**src/rtl/fwd_hazard_unit.sv**
```systemverilog
`default_nettype none
// ============================================================================
// Module   : fwd_hazard_unit
// Brief    : N-operand forwarding select and load-use stall unit with a shadow
//            writer pipeline; FWD_STATS_EN builds the stall-cycle counter.
// Revision : 1.0
// ============================================================================
module fwd_hazard_unit #(
  parameter  int REG_AW     = 5,
  parameter  int NUM_SRC    = 2,
  parameter  int FWD_DEPTH  = 2,
  parameter  int LOAD_STAGE = 2,
  localparam int SELW       = $clog2(FWD_DEPTH + 1)
) (
  input  logic                      clk,
  input  logic                      rst,
  input  logic                      id_valid,
  input  logic [NUM_SRC*REG_AW-1:0] id_rs,
  input  logic [NUM_SRC-1:0]        id_rs_used,
  input  logic [REG_AW-1:0]         id_rd,
  input  logic                      id_regwrite,
  input  logic                      id_memread,
  input  logic                      flush,
  output logic                      id_stall,
  output logic [NUM_SRC*SELW-1:0]   ex_fwd_sel,
  output logic [31:0]               stall_count
);

  // Slot 0 is EX, slot k is the k-th stage after EX.
  logic [FWD_DEPTH:0]        r_valid;
  logic [FWD_DEPTH:0]        r_regwrite;
  logic [FWD_DEPTH:0]        r_memread;
  logic [REG_AW-1:0]         r_rd [0:FWD_DEPTH];
  logic [NUM_SRC*REG_AW-1:0] r_rs;
  logic [NUM_SRC-1:0]        r_rs_used;

  logic                      w_accept;
  logic [NUM_SRC-1:0]        w_stall_src;

  assign w_accept = id_valid & ~id_stall & ~flush;
  assign id_stall = id_valid & (|w_stall_src);

  function automatic logic is_writer(input logic              v,
                                     input logic              we,
                                     input logic [REG_AW-1:0] rd,
                                     input logic [REG_AW-1:0] r);
    return v & we & (rd == r) & (r != '0);
  endfunction

  always_ff @(posedge clk or posedge rst) begin
    if (rst) begin
      r_valid    <= '0;
      r_regwrite <= '0;
      r_memread  <= '0;
      r_rs       <= '0;
      r_rs_used  <= '0;
      for (int k = 0; k <= FWD_DEPTH; k++) r_rd[k] <= '0;
    end else begin
      r_valid[0]    <= w_accept;
      r_regwrite[0] <= id_regwrite;
      r_memread[0]  <= id_memread;
      r_rd[0]       <= id_rd;
      r_rs          <= id_rs;
      // Bubbles carry no used sources so they never request forwarding.
      r_rs_used     <= id_rs_used & {NUM_SRC{w_accept}};
      for (int k = 1; k <= FWD_DEPTH; k++) begin
        r_valid[k]    <= r_valid[k-1];
        r_regwrite[k] <= r_regwrite[k-1];
        r_memread[k]  <= r_memread[k-1];
        r_rd[k]       <= r_rd[k-1];
      end
    end
  end

  for (genvar i = 0; i < NUM_SRC; i++) begin : g_src
    logic [REG_AW-1:0] w_ex_rs;
    logic [REG_AW-1:0] w_id_rs;
    logic [SELW-1:0]   w_sel;

    assign w_ex_rs = r_rs[i*REG_AW +: REG_AW];
    assign w_id_rs = id_rs[i*REG_AW +: REG_AW];
    assign ex_fwd_sel[i*SELW +: SELW] = w_sel;

    // Scan oldest to youngest so the youngest writer has the last word.
    always_comb begin
      w_sel = '0;
      for (int k = FWD_DEPTH; k >= 1; k--) begin
        if (r_rs_used[i] && is_writer(r_valid[k], r_regwrite[k], r_rd[k], w_ex_rs))
          w_sel = SELW'(k);
      end
    end

    always_comb begin
      w_stall_src[i] = 1'b0;
      for (int s = FWD_DEPTH; s >= 0; s--) begin
        if (is_writer(r_valid[s], r_regwrite[s], r_rd[s], w_id_rs))
          w_stall_src[i] = r_memread[s] && ((s + 1) < LOAD_STAGE);
      end
      if (!id_rs_used[i]) w_stall_src[i] = 1'b0;
    end
  end

`ifdef FWD_STATS_EN
  logic [31:0] r_stall_count;

  always_ff @(posedge clk or posedge rst) begin
    if (rst)
      r_stall_count <= '0;
    else if (id_stall && (r_stall_count != 32'hFFFF_FFFF))
      r_stall_count <= r_stall_count + 32'd1;
  end

  assign stall_count = r_stall_count;
`else
  assign stall_count = 32'd0;
`endif

endmodule
`default_nettype wire
```
**config.mk**
```make
export PLATFORM = sky130hd
export DESIGN_NAME = fwd_hazard_unit
export DESIGN_NICKNAME = d
export VERILOG_FILES = /design/src/rtl/fwd_hazard_unit.sv
export SDC_FILE = /design/constraint.sdc
export NUM_CORES = 1
export LEC_CHECK = 0
export BUFFER_PORTS_ARGS = -buffer_cell sky130_fd_sc_hd__buf_2
export CAP_MARGIN = 25
export CORE_UTILIZATION = 30
export CTS_BUF_LIST = sky130_fd_sc_hd__clkbuf_4 sky130_fd_sc_hd__clkbuf_8
export CTS_CLUSTER_DIAMETER = 30
export DETAILED_ROUTE_END_ITERATION = 10
export GPL_TIMING_DRIVEN = 0
export PLACE_DENSITY = 0.58
export SETUP_SLACK_MARGIN = 0.2
export SLEW_MARGIN = 5
export SYNTH_ARGS = -nofsm -noshare
export SYNTH_HDL_FRONTEND = slang
export SYNTH_SLANG_ARGS = --single-unit
```
**constraint.sdc**
```tcl
create_clock -name clk -period 3.3 [get_ports clk]
set_input_delay 0.33 -clock clk [delete_from_list [all_inputs] [get_ports clk]]
set_output_delay 0.33 -clock clk [all_outputs]
set_load 0.02 [all_outputs]
```
Word level (Yosys, flattened, before mapping) --
Index checks and enable logic that the tools add are counted.
Cells by class: equal/unequal tests 6, bitwise operators 21, muxes and demuxes 8, reductions and logical operators 9
Operator list (count):
- $eq 5x5->1 | 6
- $reduce_bool 5->1 | 4
- $and 1x1->1 | 18
- $mux 2 | 4
- $logic_and 1x1->1 | 4
- $mux 1 | 4
- $and 2x2->2 | 1
- $not 1->1 | 2
- $reduce_or 2->1 | 1
Word-level totals: output and inout port bits 37, bits in registers 34

Depth between registers and ports, before layout --
Gate-level depths: netlist of run 1.
word-level depth 11, mapped depth 4, gate-level depth less buffers 4

Worst setup path after synthesis of run 1 --
OpenSTA, ideal clock, no wires.
path type register -> output, start point register r_rs[0], end point output port ex_fwd_sel[1], arrival time 1.781 ns, data required time 2.970 ns, stages on the path, launching flop included 5, setup slack 1.189 ns, cells stage by stage dfrtp_1 > or4_1 > o21ai_0 > nor4_1 > nor3_1
On the way: word-level cells in the longest chain between the ends 6
RTL lines:
- start, declared | RTL line 34 | logic [NUM_SRC*REG_AW-1:0] r_rs;
- start signal, assigned | RTL line 63 | r_rs <= id_rs;
- $eq 5x5->1 | RTL line 47 | return v & we & (rd == r) & (r != '0);
- $and 1x1->1 (2 in series) | RTL line 47
- $logic_and 1x1->1 | RTL line 88 | if (r_rs_used[i] && is_writer(r_valid[k], r_regwrite[k], r_rd[k], w_ex_rs))
- $mux 2 | RTL line 88
- $mux 2 (*) | RTL line 88
- end, declared | RTL line 25 | output logic [NUM_SRC*SELW-1:0] ex_fwd_sel,
Mark *: on every way between the ends. The rest lies on a longest branch, timed or not.

Final worst setup path of run 1 --
start point register r_rd[13] (netlist bit), end point output port id_stall
On the way: word-level cells in the longest chain between the ends 7
RTL lines:
- start, declared | RTL line 33 | logic [REG_AW-1:0] r_rd [0:FWD_DEPTH];
- start signal, assigned by index | RTL line 70 | r_rd[k] <= r_rd[k-1];
- $eq 5x5->1 | RTL line 47
- $and 1x1->1 (2 in series) | RTL line 47
- $mux 1 | RTL line 96 | if (is_writer(r_valid[s], r_regwrite[s], r_rd[s], w_id_rs))
- $mux 1 | RTL line 99 | if (!id_rs_used[i]) w_stall_src[i] = 1'b0;
- $reduce_or 2->1 (*) | RTL line 41 | assign id_stall = id_valid & (|w_stall_src);
- $and 1x1->1 (*) | RTL line 41
- end, declared | RTL line 24 | output logic id_stall,
Marks and branches as above.

==> impl_metrics.tcl, run 1 <==
set metrics [dict create \
    outcome "complete, no violations" \
    placed_cell_area_um2 1920 \
    setup.worst_path.class "register to output port" \
    critical_path.endpoint_type "output port" \
    avgRoutedWirePerCell_um 10.0 \
    post_drt_via_cell_ratio 3.82 \
    async_flop_share_pct 100 \
    setup_violations 0 \
    mappedNetlistArea_um2 1560 \
    gp_congestion 0.746 \
    worst_setup_hold_path_clk_slew_ns 0.06 \
    post_route_cells_drive_above_1_share_pct 34.5 \
    design.final.nets 218 \
    seq_area_frac_synth_pct 54.5 \
    synth_top_area_share_pct 54.5 \
    worst_slew_pin_slew_ns 0.743 \
    wl_met3_um 187 \
    grt_max_degree 25 \
    floorplan.die.height_um 74.1 \
    required_time_at_the_worst_slack_endpoint_ns 2.97 \
    yosys_warnings 0 \
    critical_path_peak_fanout 4 \
    dieArea_um2 5490 \
    min_period_ns 2.38 \
    worst_path_largest_cell_delay_ns 0.71 \
    clock_sink_count 34 \
    diodes 0 \
    remaining_drc_errors 0 \
    crit_path_cell_trace "xnor2_1 -> o2111ai_1 -> a2111oi_1 -> o21a_1 -> buf_2" \
    antenna_violations_before_repair 0 \
    final.fill_count 475 \
    post-cts-setup-buffers 0 \
    floorplan.die.width_um 74.1 \
    timing.fmax_mhz 421 \
    cts_hold_buffers 0 \
    synth.ff_latch_count 34 \
    hold_path.class "primary input to async pin" \
    cp-start-kind "register" \
    p_leak_nw 0.988 \
    synth.area.top_cells "sky130_fd_sc_hd__dfrtp_1 (55%), sky130_fd_sc_hd__buf_4 (15%), sky130_fd_sc_hd__xnor2_1 (9.5%)" \
    netlist_instances 129 \
    core.rowCount 25 \
    floorplan.initialDensity_pct 32.2 \
    hold_viol_final 0 \
    most_used_flip_flop_cell_after_synthesis "sky130_fd_sc_hd__dfrtp_1" \
    boundaryPins 60 \
    drtPass1Iterations 2 \
    detail-route-antenna-nets 0 \
    wirelength_um 2610 \
    met1_wirelength_um 1040 \
    floorplan_core_area_um2 4850 \
    drv_cap 0 \
    vdd.ir_drop.worst_v 0.000316 \
    dr.max_layer_used "met4" \
    report.final.slew_viol_count 0 \
    via_count_of_the_first_global_routing_pass 975 \
    global_route_wire_length_before_repair_um 4240 \
    netlist.top_cell.by_area "sky130_fd_sc_hd__dfrtp_1" \
    maxSlewHeadroom_pct 50.4 \
    synth_enable_flop_cells 0 \
    worstRegToRegCells 4 \
    grt.total_usage_pct 11.0 \
    vias 997 \
    setup_repair_after_global_routing_missed_its_margin "no" \
    clk_latency_ns 0.28 \
    worstPathArrival_ns 2.05 \
    clock_tree_buffer_depth 2 \
    tritoncts_buffers 5 \
    areaGrowthSynthToFinish_pct 28.5 \
    io_buffers 27 \
    cts_repair_resizes 0 \
    yosysUniqueCellTypes 20 \
    grt-ovfl-total 0 \
    wl_met2_um 1300 \
    totalNegativeSetupSlack_ns 0 \
    power-per-cell-area_nw_per_um2 440 \
    post-route-cell-area_um2 2010 \
    max_h_tree_level 2 \
    final_common_cell "sky130_fd_sc_hd__dfrtp_1" \
    cpMaxStageDelayCell "sky130_fd_sc_hd__a2111oi_1" \
    syn_area_per_cell_um2 12.1 \
    layout.cells.most_common_list "sky130_fd_sc_hd__dfrtp_1 (34), sky130_fd_sc_hd__buf_4 (32), sky130_fd_sc_hd__conb_1 (32)" \
    max_clock_skew_ns 0.00277 \
    clockRootBuffer "sky130_fd_sc_hd__clkbuf_8" \
    tritoncts "built" \
    final_min_period_over_clock_period_pct 72.1 \
    drt_iter0_drc 5 \
]
-- through the flow --
stage	setup slack, ns	cells	power [W]	utilization, %	hold WS [ns]
floorplan	1.19	160	0.000563	-	0.353
CTS	0.885	261	0.000894	41.4	0.0747
global route	0.712	261	0.000930	41.4	0.0958
global placement	1.17	254	0.000593	39.1	0.359
finish	0.922	261	0.000882	41.4	0.0676
detailed placement	1.17	255	0.000598	39.7	0.365
-- worst paths after layout --
check / slack, ns / startpoint / endpoint
hold / removal: 0.07 / rst / r_rd[11]
setup / recovery: 0.92 / r_rd[13] / id_stall
min in group clk: 0.15 / id_memread / r_memread[0]
hold reg to reg: 0.38 / r_valid[0] / r_valid[1]
setup reg to reg: 1.57 / r_rd[13] / r_rs_used[0]
max in group asynchronous: 2.75 / rst / r_rd[2]
-- sequential cells by signal, indices dropped and copies added, names as in the netlist --
name / count
r_rs: 10
r_memread: 1
r_regwrite: 3
r_rs_used: 2
r_rd: 15
r_valid: 3
-- layout make-up --
class                   instances  area (um2)  area share [%]
multi-input cells              90         571            28.4
inverters                       4        15.0           0.749
repair buffers                 28         163            8.11
plain buffers                  32         240            12.0
well taps                      67        83.8            4.18
flip-flops and latches         34         851            42.4
clock buffers                   6        82.6            4.12
-- kinds of logic after synthesis --
group                     share of synthesized area [%]
buffers and inverters                              16.4
AOI/OAI and AO/OA                                  4.65
other                                             0.240
and+or+nand+nor                                    8.02
DFF                                                54.5
xor gates and xnor gates                           16.2
-- power by group --
part | internal [W] | switching [W]
combinational | 0.0000626 | 0.0000699
clock | 0.000161 | 0.000132
sequential | 0.000438 | 0.0000191
-- cells in the mapped netlist, types with 2 or more instances --
| cell | instances |
|---|---|
| sky130_fd_sc_hd__or4_1 | 2 |
| sky130_fd_sc_hd__xnor2_1 | 17 |
| sky130_fd_sc_hd__nand2_1 | 3 |
| sky130_fd_sc_hd__nand4_1 | 4 |
| sky130_fd_sc_hd__nor3_1 | 4 |
| sky130_fd_sc_hd__inv_1 | 4 |
| sky130_fd_sc_hd__dfrtp_1 | 34 |
| sky130_fd_sc_hd__o41ai_1 | 2 |
| sky130_fd_sc_hd__o2111ai_1 | 2 |
| sky130_fd_sc_hd__a2111oi_1 | 2 |
| sky130_fd_sc_hd__xor2_1 | 10 |
| sky130_fd_sc_hd__o21ai_0 | 2 |
| sky130_fd_sc_hd__nand3b_1 | 2 |
| sky130_fd_sc_hd__nor4_1 | 4 |
| sky130_fd_sc_hd__buf_4 | 32 |
-- worst max-delay path, delay by kind of cell (launching register included) --
kind / cells / cell delay [ns]
AO/OA/AOI/OAI: 3 / 1.01
buffers and inverters: 1 / 0.15
flip-flops: 1 / 0.41
XOR/XNOR: 1 / 0.19
-- layer usage --
metal / up-vias / track usage (%)
li1: 501 / -
met2: 49 / 19.1
met1: 439 / 11.6
met5: - / 0
met4: 0 / 7.26
met3: 8 / 3.25
Power figures use the tool's default switching activity.
==> inputs of run 2 (changes only) <==
- PLACE_DENSITY: 0.58 -> 0.6
- clock period: 3.3 -> 2.1 ns (I/O delays scaled with it)
==> impl_metrics.tcl, run 2 (synthesis gave the netlist of run 1 again) <==
set metrics [dict create \
    outcome "complete, no violations" \
    vdd.ir_drop.worst_v 0.000408 \
    clockRootBuffer "sky130_fd_sc_hd__clkbuf_8" \
    dp_slack_ns 0.123 \
    final_min_period_over_clock_period_pct 97.0 \
    power-per-cell-area_nw_per_um2 650 \
    area.sequential_um2 852 \
    via_count_of_the_first_global_routing_pass 1030 \
    worst_slack_ns 0.0620 \
    global_route_wire_length_before_repair_um 4700 \
    gp_congestion 0.731 \
    worst_setup_hold_path_clk_slew_ns 0.07 \
    hold_slack_ns 0.0212 \
    drv_cap 0 \
    timing.rr.start "r_rd[11]" \
    floorplan.die.height_um 74.1 \
    report.final.slew_viol_count 0 \
    io_buffers 27 \
    setup_violations 0 \
    critical_path_peak_fanout 2 \
    cpMaxStageDelayCell "sky130_fd_sc_hd__or4_4" \
    hold_path.class "primary input to register" \
    worstPathArrival_ns 1.83 \
    post_drt_via_cell_ratio 3.93 \
    maxSlewHeadroom_pct 56.9 \
    p_leak_nw 1.09 \
    max_h_tree_level 2 \
    final.fill_count 444 \
    combined_area_of_the_multi_input_logic_cells_um2 717 \
    post_route_cells_drive_above_1_share_pct 46.9 \
    setup.worst_path.end "ex_fwd_sel[1]" \
    avgRoutedWirePerCell_um 11.2 \
    timing.fmax_mhz 491 \
    worst_path_largest_cell_delay_ns 0.56 \
    core.rowCount 25 \
    floorplan.initialDensity_pct 32.2 \
    largest_registers "r_rd: 15 flops, r_rs: 10 flops" \
    r2r_setup_slack_ns 0.68 \
    tritoncts_buffers 5 \
    floorplan_core_area_um2 4850 \
    vias 1077 \
    tritoncts "built" \
    final_common_cell "sky130_fd_sc_hd__buf_4" \
    hold_viol_final 0 \
    setup.worst_path.class "register to output port" \
    totalPowerFinal_w 0.00147 \
    registers.top_by_ff_count "r_rd" \
    antenna_violations_before_repair 0 \
    crit_path_cell_trace "or4_4 -> o21ai_4 -> nor4_2 -> nor3_2 -> buf_4" \
    clk_latency_ns 0.29 \
    design.final.nets 229 \
    detail-route-antenna-nets 0 \
    hpwl_um 2190 \
    drt_iter0_drc 20 \
    wirelength_um 3060 \
    grt.total_usage_pct 12.1 \
    setup_repair_after_global_routing_missed_its_margin "yes" \
    areaGrowthSynthToFinish_pct 45.1 \
    drtPass1Iterations 4 \
    largest_reg_flops 15 \
    layout.cells.most_common_list "sky130_fd_sc_hd__buf_4 (45), sky130_fd_sc_hd__dfrtp_1 (33), sky130_fd_sc_hd__conb_1 (32)" \
    critical_path.endpoint_type "output port" \
    max_clock_skew_ns 0.00481 \
    crit_start "r_rs[0]" \
    dieArea_um2 5490 \
    diodes 0 \
    worst_slew_pin_slew_ns 0.638 \
    grt-ovfl-total 0 \
    worstRegToRegCells 6 \
    remaining_drc_errors 0 \
    required_time_at_the_worst_slack_endpoint_ns 1.89 \
    grt_max_degree 25 \
    clock_tree_buffer_depth 2 \
    min_period_ns 2.04 \
    boundaryPins 60 \
    cp-start-kind "register" \
    floorplan.die.width_um 74.1 \
    timing.rr.end "r_valid[0]" \
    clock_sink_count 34 \
]
==> run 2: changes by cell type in the layout (fill, tap and decap cells not counted), moves of 2 or more <==
cell	change
sky130_fd_sc_hd__buf_2	-4
sky130_fd_sc_hd__a2111oi_1	-2
sky130_fd_sc_hd__buf_4	+13
sky130_fd_sc_hd__nor4_1	-3
sky130_fd_sc_hd__nor4_2	+2
sky130_fd_sc_hd__xnor2_2	+5
sky130_fd_sc_hd__o21ai_0	-2
sky130_fd_sc_hd__nor3_1	-2
sky130_fd_sc_hd__nor3_2	+2
sky130_fd_sc_hd__o21ai_4	+2
sky130_fd_sc_hd__or4_1	-2
sky130_fd_sc_hd__a2111oi_4	+2
sky130_fd_sc_hd__or4_4	+2
sky130_fd_sc_hd__xnor2_1	-5
==> run 2: what timing repair did <==
action                                 4_1_cts  5_1_grt
hold buffers                                 1        0
endpoints found under the hold margin       10        0
buffers inserted                             6        4
gates resized for setup                     14       14
pin swaps                                    3       12
setup endpoints to repair                    5        5
==> run 2: how the worst min path moves through the flow <==
| stage | startpoint | endpoint | slack [ns] | cells past startpoint |
|---|---|---|---|---|
| after floorplan | id_memread | r_memread[0] | 0.24 | 0 |
| after global placement | id_rd[1] | r_rd[11] | 0.32 | 1 |
| after detailed placement | rst | r_rd[13] | 0.26 | 2 |
| after CTS | id_memread | r_memread[0] | 0.02 | 1 |
| after global routing | id_rd[0] | r_rd[10] | 0.008 | 1 |
| final | id_rd[3] | r_rd[13] | 0.02 | 1 |
==> run 2: worst max-delay path: cells and delay by family, from the launching register on <==
family          cells  cell delay (ns)
flops               1             0.39
simple gates        3             0.84
buf+inv             1             0.17
compound gates      1             0.16
==> run 2: layout make-up <==
| type | instances | area share, % |
|---|---|---|
| buffer | 32 | 10.6 |
| inverter | 4 | 0.663 |
| clock buffer | 6 | 3.65 |
| clock inverter | 2 | 0.552 |
| sequential | 34 | 37.6 |
| multi-input combinational | 90 | 31.7 |
| timing repair buffer | 39 | 11.5 |
| tap | 67 | 3.70 |
==> run 2: power by group <==
part           leakage [nW]  switching [W]  internal (W)
Clock                0.0472       0.000234      0.000263
Sequential            0.402      0.0000328      0.000688
Combinational         0.638       0.000134      0.000119
==> run 2: stage by stage <==
stage,setup TNS (ns),area [um2],instances,utilization [%]
after detailed placement,0,1930,255,39.9
after global placement,0,1910,254,39.3
after global routing,-0.175,2260,274,46.7
after floorplan,0,1690,160,-
after CTS,0,2150,270,44.4
final,0,2260,274,46.7
==> run 2: layer usage <==
layer | part of all wire, % | track usage (%) | wire [um] | vias up
li1 | - | - | - | 527
met1 | 39 | 12.5 | 1190 | 490
met2 | 52 | 22.1 | 1590 | 52
met3 | 6.5 | 3.93 | 199 | 8
met4 | 2.6 | 5.77 | 78 | 0
met5 | 0 | 0 | 0 | -
==> inputs of run 3 (changes only) <==
- HOLD_SLACK_MARGIN: unset -> 0.12
- RECOVER_POWER: unset -> 50
==> impl_metrics.tcl, run 3 (synthesis gave the netlist of run 1 again) <==
set metrics [dict create \
    outcome "complete, no violations" \
    p_clk_share_pct 33.5 \
    drt_iter0_drc 32 \
    hold_viol_final 0 \
    placed_cell_area_um2 1930 \
    registers.top_by_ff_count "r_rd" \
    core.rowCount 25 \
    required_time_at_the_worst_slack_endpoint_ns 1.89 \
    intPower_w 0.00108 \
    post-route-cell-area_um2 2380 \
    via_count_of_the_first_global_routing_pass 1118 \
    detail-route-antenna-nets 0 \
    critical_path.endpoint_type "output port" \
    boundaryPins 60 \
    clk_latency_ns 0.29 \
    vias 1126 \
    tritoncts_buffers 5 \
    largest_registers "r_rd: 15 flops, r_rs: 10 flops" \
    power_frac_seq_pct 48.5 \
    hpwl_um 2190 \
    drv_cap 0 \
    vdd.ir_drop.worst_v 0.000458 \
    clock_tree_buffer_depth 2 \
    global_route_wire_length_before_repair_um 5000 \
    final_min_period_over_clock_period_pct 97.0 \
    gp_congestion 0.731 \
    hold_slack_ns 0.184 \
    dieArea_um2 5490 \
    worst_slack_ns 0.0634 \
    floorplan.die.height_um 74.1 \
    p_leak_nw 1.11 \
    critical_path_peak_fanout 2 \
    post_route_cells_drive_above_1_share_pct 35.9 \
    timing.fmax_mhz 491 \
    areaGrowthSynthToFinish_pct 52.6 \
    diodes 0 \
    power-per-cell-area_nw_per_um2 625 \
    setup.worst_path.class "register to output port" \
    max_h_tree_level 2 \
    floorplan.die.width_um 74.1 \
    r2r_setup_slack_ns 0.52 \
    floorplan.initialDensity_pct 32.2 \
    drtPass1Iterations 4 \
    min_period_ns 2.04 \
    antenna_violations_before_repair 0 \
    tritoncts "built" \
    report.final.slew_viol_count 0 \
    grt_max_degree 25 \
    clockRootBuffer "sky130_fd_sc_hd__clkbuf_8" \
    grt.total_usage_pct 12.9 \
    max_clock_skew_ns 0.00332 \
    pwr-share-comb_pct 18.0 \
    power.switching_w 0.000404 \
    netSwitchingFraction_pct 27.2 \
    post_drt_via_cell_ratio 3.88 \
    dp_slack_ns 0.123 \
    final_common_cell "sky130_fd_sc_hd__buf_4" \
    largest_reg_flops 15 \
    maxSlewHeadroom_pct 58.3 \
    worst_setup_hold_path_clk_slew_ns 0.07 \
    grt-ovfl-total 0 \
    cp-start-kind "register" \
    setup_repair_after_global_routing_missed_its_margin "yes" \
    worst_slew_pin_slew_ns 0.617 \
    worstRegToRegCells 5 \
    clock_sink_count 34 \
    cell_count_of_the_worst_hold_path 3 \
    setup_violations 0 \
    layout.cells.most_common_list "sky130_fd_sc_hd__buf_4 (43), sky130_fd_sc_hd__dfrtp_1 (34), sky130_fd_sc_hd__conb_1 (32)" \
    avgRoutedWirePerCell_um 11.2 \
    wirelength_um 3250 \
    io_buffers 27 \
    design.final.nets 245 \
    totalPowerFinal_w 0.00149 \
    worstPathArrival_ns 1.83 \
    hold_path.class "primary input to register" \
    remaining_drc_errors 0 \
    floorplan_core_area_um2 4850 \
]
run 3: critical path, stage by stage, from the launching register on:
cell and delay (ns):
sky130_fd_sc_hd__dfrtp_1 0.39, sky130_fd_sc_hd__or4_4 0.56, sky130_fd_sc_hd__o21ai_4 0.15, sky130_fd_sc_hd__nor4_2 0.08
sky130_fd_sc_hd__nor3_2 0.20, sky130_fd_sc_hd__buf_4 0.17
run 3: layout make-up:
| cell class | instances | area (um2) |
|---|---|---|
| Multi-Input combinational cell | 90 | 688 |
| Timing Repair Buffer | 55 | 408 |
| Clock inverter | 2 | 12.5 |
| Tap cell | 67 | 83.8 |
| Sequential cell | 34 | 851 |
| Clock buffer | 6 | 82.6 |
| Fill cell | 436 | 2470 |
| Inverter | 4 | 15.0 |
| Buffer | 32 | 240 |
run 3: metal layers:
metal  share of wire (%)  GRT usage [%]
met1                  38           12.5
met2                  53           24.3
met3                 6.6           4.34
met4                 2.4           5.77
met5                   0              0
run 3: metrics by stage:
step	TNS, ns	utilization, %	std cells
after floorplan	0	-	160
after global placement	0	39.3	254
after detailed placement	0	39.9	255
after CTS	0	48.1	288
after global routing	-0.200	49.1	290
final	0	49.1	290
run 3: repair_timing:
action | CTS | global route
hold buffers | 19 | 0
resized for setup | 14 | 7
endpoints found under the hold margin | 28 | 0
pin swaps | 3 | 6
cloned | 0 | 0
setup buffers | 6 | 2
setup endpoints to repair | 5 | 5
run 3: worst paths after layout:
check | from | end
worst min register to register | r_regwrite[1] | r_regwrite[2]
max in group asynchronous | rst | r_rd[2]
min in group asynchronous | rst | r_rd[11]
worst max register to register | r_rd[13] | r_rs_used[0]
worst max-delay path | r_rs[0] | ex_fwd_sel[1]
worst min-delay path | id_rs_used[0] | r_rs_used[0]
run 3: power groups by stage:
stage	clock network, W	registers (W)	logic, W
CTS	0.000511	0.000718	0.000255
global placement	0	0.000730	0.000201
floorplan	0	0.000724	0.000161
finish	0.000499	0.000721	0.000267
detailed placement	0	0.000732	0.000208
global route	0.000543	0.000724	0.000291
